**config.mk**
```make
export PLATFORM = sky130hd
export DESIGN_NAME = instr_fetch_unit
export DESIGN_NICKNAME = d
export VERILOG_FILES = /design/src/rtl/cpu_fetch_pkg.sv /design/src/rtl/next_pc_calc.sv /design/src/rtl/instr_fetch_unit.sv
export SDC_FILE = /design/constraint.sdc
export NUM_CORES = 1
export LEC_CHECK = 0
export ABC_CLOCK_PERIOD_IN_PS = 4220
export CAP_MARGIN = 10
export CORE_ASPECT_RATIO = 1.25
export CORE_MARGIN = 2
export CORE_UTILIZATION = 40
export CTS_CLUSTER_SIZE = 30
export DETAILED_ROUTE_END_ITERATION = 8
export PLACE_DENSITY_LB_ADDON = 0.12
export REMOVE_ABC_BUFFERS = 1
export SYNTH_ARGS = -nofsm -noshare
export SYNTH_HDL_FRONTEND = slang
export SYNTH_SLANG_ARGS = --single-unit
export TNS_END_PERCENT = 10
```
**constraint.sdc**
```tcl
create_clock -name CLK -period 4.22 [get_ports CLK]
set_input_delay 0.844 -clock CLK [delete_from_list [all_inputs] [get_ports CLK]]
set_output_delay 0.844 -clock CLK [all_outputs]
set_load 0.03 [all_outputs]
```
**src/rtl/cpu_fetch_pkg.sv**
```systemverilog
// Shared definitions for the instruction fetch unit: PCSrc encodings,
// fetch FSM states, instruction field bounds and a branch-offset helper.
// Optional feature macro: FETCH_TIMEOUT_EN (adds the HALT state).
package cpu_fetch_pkg;

  localparam logic [1:0] PCSRC_SEQ = 2'b00;
  localparam logic [1:0] PCSRC_BR  = 2'b01;
  localparam logic [1:0] PCSRC_JMP = 2'b11;

  localparam int OP_MSB    = 31;
  localparam int OP_LSB    = 26;
  localparam int FUNCT_MSB = 5;
  localparam int FUNCT_LSB = 0;
  localparam int IMM_MSB   = 15;
  localparam int IMM_LSB   = 0;
  localparam int JIDX_MSB  = 25;
  localparam int JIDX_LSB  = 0;

`ifdef FETCH_TIMEOUT_EN
  typedef enum logic [1:0] {
    ST_IDLE = 2'b00,
    ST_REQ  = 2'b01,
    ST_HOLD = 2'b10,
    ST_HALT = 2'b11
  } fetch_state_e;
`else
  typedef enum logic [1:0] {
    ST_IDLE = 2'b00,
    ST_REQ  = 2'b01,
    ST_HOLD = 2'b10
  } fetch_state_e;
`endif

  // Sign-extended 16-bit branch immediate, scaled to a byte offset.
  function automatic logic [31:0] br_offset(input logic [15:0] imm);
    return {{14{imm[15]}}, imm, 2'b00};
  endfunction

endpackage

```
**src/rtl/next_pc_calc.sv**
```systemverilog
// Combinational next-PC selection: sequential, conditional branch or jump.
// The reserved PCSrc encoding falls back to sequential.
import cpu_fetch_pkg::*;

module next_pc_calc (
  input  logic [31:0] pc,
  input  logic [31:0] instr,
  input  logic [1:0]  PCSrc,
  input  logic        Zero,
  output logic [31:0] next_pc
);

  logic [31:0] seq_pc_s;
  logic        unused_op_s;

  assign seq_pc_s    = pc + 32'd4;
  // Opcode bits play no part in target arithmetic.
  assign unused_op_s = ^instr[OP_MSB:OP_LSB];

  // Select the next PC from the decoded PCSrc.
  always_comb begin
    next_pc = seq_pc_s;
    case (PCSrc)
      PCSRC_SEQ: next_pc = seq_pc_s;
      PCSRC_BR: begin
        if (Zero) begin
          next_pc = seq_pc_s + br_offset(instr[IMM_MSB:IMM_LSB]);
        end else begin
          next_pc = seq_pc_s;
        end
      end
      PCSRC_JMP: next_pc = {seq_pc_s[31:28], instr[JIDX_MSB:JIDX_LSB], 2'b00};
      default:   next_pc = seq_pc_s;
    endcase
  end

endmodule

```
**src/rtl/instr_fetch_unit.sv**
```systemverilog
// Instruction fetch unit: owns PC and IR, fetches over a req/ack handshake
// and advances the PC when the control unit strobes PCEn.
// Optional feature macro: FETCH_TIMEOUT_EN (ack-wait timeout, sticky
// fetch_err and a HALT state left only through reset).
import cpu_fetch_pkg::*;

module instr_fetch_unit #(
  parameter logic [31:0] RESET_PC       = 32'h0000_0000,
  parameter int          TIMEOUT_CYCLES = 16
) (
  input  logic        CLK,
  input  logic        reset,
  input  logic        PCEn,
  input  logic [1:0]  PCSrc,
  input  logic        Zero,
  output logic        imem_req,
  output logic [31:0] imem_addr,
  input  logic        imem_ack,
  input  logic [31:0] imem_rdata,
  output logic [31:0] instr,
  output logic [5:0]  op,
  output logic [5:0]  funct,
  output logic        instr_valid,
  output logic [31:0] pc,
  output logic [31:0] pc_plus4,
  output logic        fetch_err
);

  fetch_state_e state_r, state_next_s;
  logic [31:0]  pc_r, instr_r, next_pc_s;
  logic         instr_valid_r;
  logic         pc_load_s, ir_load_s, err_set_s;

  next_pc_calc u_next_pc (
    .pc      (pc_r),
    .instr   (instr_r),
    .PCSrc   (PCSrc),
    .Zero    (Zero),
    .next_pc (next_pc_s)
  );

`ifdef FETCH_TIMEOUT_EN
  logic [31:0] wait_cnt_r;
  logic        fetch_err_r;
  logic        timeout_s;

  assign timeout_s = (wait_cnt_r == 32'(TIMEOUT_CYCLES - 1));
`else
  logic unused_cfg_s;
  assign unused_cfg_s = (TIMEOUT_CYCLES == 0);
`endif

  // Next-state and register-enable decode for the fetch FSM.
  always_comb begin
    state_next_s = state_r;
    pc_load_s    = 1'b0;
    ir_load_s    = 1'b0;
    err_set_s    = 1'b0;
    case (state_r)
      ST_IDLE: state_next_s = ST_REQ;
      ST_REQ: begin
        if (imem_ack) begin
          ir_load_s    = 1'b1;
          state_next_s = ST_HOLD;
`ifdef FETCH_TIMEOUT_EN
        end else if (timeout_s) begin
          err_set_s    = 1'b1;
          state_next_s = ST_HALT;
`endif
        end else begin
          state_next_s = ST_REQ;
        end
      end
      ST_HOLD: begin
        if (PCEn) begin
          pc_load_s    = 1'b1;
          state_next_s = ST_REQ;
        end else begin
          state_next_s = ST_HOLD;
        end
      end
`ifdef FETCH_TIMEOUT_EN
      ST_HALT: state_next_s = ST_HALT;
`endif
      default: state_next_s = ST_IDLE;
    endcase
  end

  // FSM state register.
  always_ff @(posedge CLK or negedge reset) begin
    if (!reset) state_r <= ST_IDLE;
    else        state_r <= state_next_s;
  end

  // Program counter; only moves on a PCEn strobe accepted in HOLD.
  always_ff @(posedge CLK or negedge reset) begin
    if (!reset)         pc_r <= RESET_PC;
    else if (pc_load_s) pc_r <= next_pc_s;
    else                pc_r <= pc_r;
  end

  // Instruction register and its valid flag.
  always_ff @(posedge CLK or negedge reset) begin
    if (!reset) begin
      instr_r       <= 32'h0000_0000;
      instr_valid_r <= 1'b0;
    end else if (ir_load_s) begin
      instr_r       <= imem_rdata;
      instr_valid_r <= 1'b1;
    end else if (pc_load_s) begin
      instr_r       <= instr_r;
      instr_valid_r <= 1'b0;
    end else begin
      instr_r       <= instr_r;
      instr_valid_r <= instr_valid_r;
    end
  end

`ifdef FETCH_TIMEOUT_EN
  // Ack-wait counter: cleared outside REQ, counts REQ cycles without ack.
  always_ff @(posedge CLK or negedge reset) begin
    if (!reset)                            wait_cnt_r <= 32'd0;
    else if (state_r != ST_REQ)            wait_cnt_r <= 32'd0;
    else if (!imem_ack)                    wait_cnt_r <= wait_cnt_r + 32'd1;
    else                                   wait_cnt_r <= wait_cnt_r;
  end

  // Sticky timeout flag, cleared only by reset.
  always_ff @(posedge CLK or negedge reset) begin
    if (!reset)         fetch_err_r <= 1'b0;
    else if (err_set_s) fetch_err_r <= 1'b1;
    else                fetch_err_r <= fetch_err_r;
  end

  assign fetch_err = fetch_err_r;
`else
  assign fetch_err = 1'b0;
`endif

  // Request decoded from state so reset drops it without a clock edge.
  assign imem_req    = (state_r == ST_REQ);
  assign imem_addr   = pc_r;
  assign pc          = pc_r;
  assign pc_plus4    = pc_r + 32'd4;
  assign instr       = instr_r;
  assign instr_valid = instr_valid_r;
  assign op          = instr_r[OP_MSB:OP_LSB];
  assign funct       = instr_r[FUNCT_MSB:FUNCT_LSB];

  // Tie-off to keep err_set_s referenced in the default build.
`ifndef FETCH_TIMEOUT_EN
  logic unused_err_s;
  assign unused_err_s = err_set_s;
`endif

endmodule
```
==> impl_metrics.json, run 1 <==
{
  "cts_buffers": 9,
  "clockRootBuffer": "clkbuf_16",
  "drv_slew": 0,
  "critical-path-max-stage-delay_ns": 0.74,
  "finalCriticalPeriod_ns": 3.98,
  "drive_above_1_share": 0.116,
  "grt_pass1_wl_mm": 27.7,
  "holdWs_ns": 0.471,
  "pin_count": 182,
  "start_util": 0.406,
  "port_buffers": 174,
  "fillerInstances": 1235,
  "ys_ff_latch": 65,
  "drv_cap": 0,
  "worst_pin_slew_ns": 0.939,
  "nets": 822,
  "slew_headroom": 0.370,
  "first_iter_violations": 323,
  "grt_max_degree": 66,
  "status": "complete, no violations",
  "diodes": 0,
  "routabilityCongestion": 0.902,
  "crit_type": "reg -> out",
  "synth-warning-count": 0,
  "crit_path_end": "pc_plus4[22]",
  "ff2ff_setup_slack_ns": 0.27,
  "wirelength_mm": 17.4,
  "final_hold_viol_count": 0,
  "clkTransAtPathRegs_ns": 0.06,
  "drcViolationCount": 0,
  "crit_family": "simple AND/OR/NAND/NOR gates",
  "insertion_delay_ns": 0.35,
  "grt_overflow": 0,
  "slowest_stage": "clkdlybuf4s50_1",
  "worst-path-stages": 6,
  "grt_use_total": 0.249,
  "r2r_end": "imem_addr[30]$_DFFE_PN0P_",
  "dieArea_um2": 14200,
  "worstPathMaxFanout": 8,
  "die_y_um": 133,
  "arrival_ns": 3.13,
  "cp_cell_sequence": "and3_1, nand3_2, or4_4, nor2_1, xor2_1, clkdlybuf4s50_1",
  "cts_tree": "built",
  "ys_types": 59,
  "avgSynthCellArea_um2": 8.70,
  "fp.dieW_um": 107,
  "clock.fmax_mhz": 251,
  "required_ns": 3.38,
  "rows": 47,
  "vias_per_cell": 5.59,
  "end_kind": "output pin",
  "crit_buf_inv": 1,
  "postSynthCellCount": 612,
  "rsz0062_at_grt": "false",
  "finalSetupViolations": 0,
  "area_delta_synth_final_pct": 37.8,
  "htree_levels": 3,
  "grt_pass1_vias": 5153,
  "dpl.hpwl_mm": 12.9,
  "cp-start-kind": "flop",
  "syn_area_um2": 5320,
  "fin_worst_skew_ns": 0.00790,
  "min_delay_path_depth": 2,
  "startpoint": "imem_addr[11]$_DFFE_PN0P_",
  "core-area_um2": 13100,
  "antenna_found_initial": 0,
  "async_flop_share": 1.00,
  "dr.pass1.iters": 5,
  "reg2regPathDepth": 16,
  "hp-class": "reg -> reg",
  "ys_seq_area_frac": 0.306,
  "vias": 5164,
  "synth_edf_count": 0,
  "synth_ff_type": "dfrtp_1",
  "fin_crit_sh": 0.943,
  "reg2reg_from": "imem_addr[6]$_DFFE_PN0P_",
  "ant_nets": 0,
  "clock_path_buffers": 2,
  "clock-sinks": 65,
  "wl_per_cell_um": 18.8
}
==> area by class of cell <==
| class | count | area [um^2] | share of cell area |
|---|---|---|---|
| Multi-Input combinational cell | 469 | 3250 | 0.443 |
| Timing Repair Buffer | 192 | 1880 | 0.256 |
| Sequential cell | 65 | 1630 | 0.222 |
| Tap cell | 171 | 214 | 0.0292 |
| Inverter | 10 | 37.5 | 0.00512 |
| Clock inverter | 6 | 90.1 | 0.0123 |
| Clock buffer | 10 | 239 | 0.0326 |
==> how the worst min path moves through the flow <==
stage                                         end                     from  slack, ns
final                     instr_valid$_DFFE_PN0P_  instr_valid$_DFFE_PN0P_       0.47
after global routing      instr_valid$_DFFE_PN0P_  instr_valid$_DFFE_PN0P_       0.52
after CTS                 instr_valid$_DFFE_PN0P_  instr_valid$_DFFE_PN0P_       0.48
after detailed placement  instr_valid$_DFFE_PN0P_  instr_valid$_DFFE_PN0P_       0.46
after global placement    instr_valid$_DFFE_PN0P_  instr_valid$_DFFE_PN0P_       0.46
after floorplan              state_r[1]$_DFF_PN0_     state_r[0]$_DFF_PN0_       0.48
==> tightest hold or removal path: stages, from the launching register on <==
cell	delay, ns
dfrtp_1	0.34
nand2_1	0.05
nand2_1	0.05
==> cell families after synthesis <==
logic type	synth area share
AO/OA/AOI/OAI	0.199
XOR/XNOR	0.0889
adder cells (fa/ha/maj)	0.0861
buffers and inverters	0.0950
flip-flops	0.306
multiplexers	0.0677
other	0.000705
AND/OR/NAND/NOR	0.157
==> timing repair <==
action | CTS | global route
setup buffers | 0 | 1
gates resized for setup | 4 | 8
gates cloned | 0 | 0
setup endpoints to repair | 2 | 9
hold buffers | 0 | 0
hold endpoints to repair | 0 | 0
pin swaps | 0 | 1
==> cells in the final DEF, fill, tap and decap left out, drive strengths merged, types with 12 or more instances in the layout <==
cell,count
clkdlybuf4s50,168
nand3,20
ha,35
buf,19
xor2,24
a21oi,43
o21ai,41
a21o,17
dfrtp,65
mux2,32
nor2,46
xnor2,30
a221oi,12
nand2,63
==> layer usage <==
| layer | vias up | global-route usage | wire length [um] |
|---|---|---|---|
| li1 | 2438 | - | - |
| met1 | 2504 | 0.312 | 7220 |
| met2 | 188 | 0.423 | 8670 |
| met3 | 34 | 0.0360 | 958 |
| met4 | 0 | 0.105 | 527 |
| met5 | - | 0 | 0 |
==> registers in the layout, summed over array words and instances (netlist names) <==
name	flops
imem_addr	30
instr	32
instr_valid	1
state_r	2
==> stage by stage <==
step	TNS [ns]	setup slack, ns	cell area, um^2	util	std cells
2_1_floorplan	-0.829	-0.319	4880	-	544
3_3_place_gp	0	0.0717	6960	0.530	906
3_5_place_dp	0	0.106	6960	0.530	906
4_1_cts	-0.0111	-0.0111	7290	0.556	922
5_1_grt	0	0.00824	7330	0.559	923
6_report	0	0.242	7330	0.559	923
==> cell usage after synthesis, drive strengths merged, types with 5 or more instances <==
cell type   n  area [um^2]
mux2       32          360
xnor2      30          263
a221oi     12          105
xor2       24          210
nand3      20          100
a21o       17          128
nand4       9         62.6
buf        54          393
nand2      63          236
a21oi      43          215
nor3       10         60.1
dfrtp      65         1630
and3        5         31.3
o21ai      41          205
o22ai       7         43.8
inv         9         33.8
o21a        5         37.5
a31oi       7         43.8
clkbuf     20         75.1
ha         35          438
nor2       46          180
Power of run 1 is left out: the tool's default activity adds up to more than one toggle a clock period on the data nets, which glitch-free logic cannot reach.
==> run 2: changes to the inputs <==
- CTS_CLUSTER_SIZE: 30 -> 8
==> results of run 2 <==
Final layout, timing and power as in run 1 (identical DEF).
Power of run 2 is left out for the same reason.
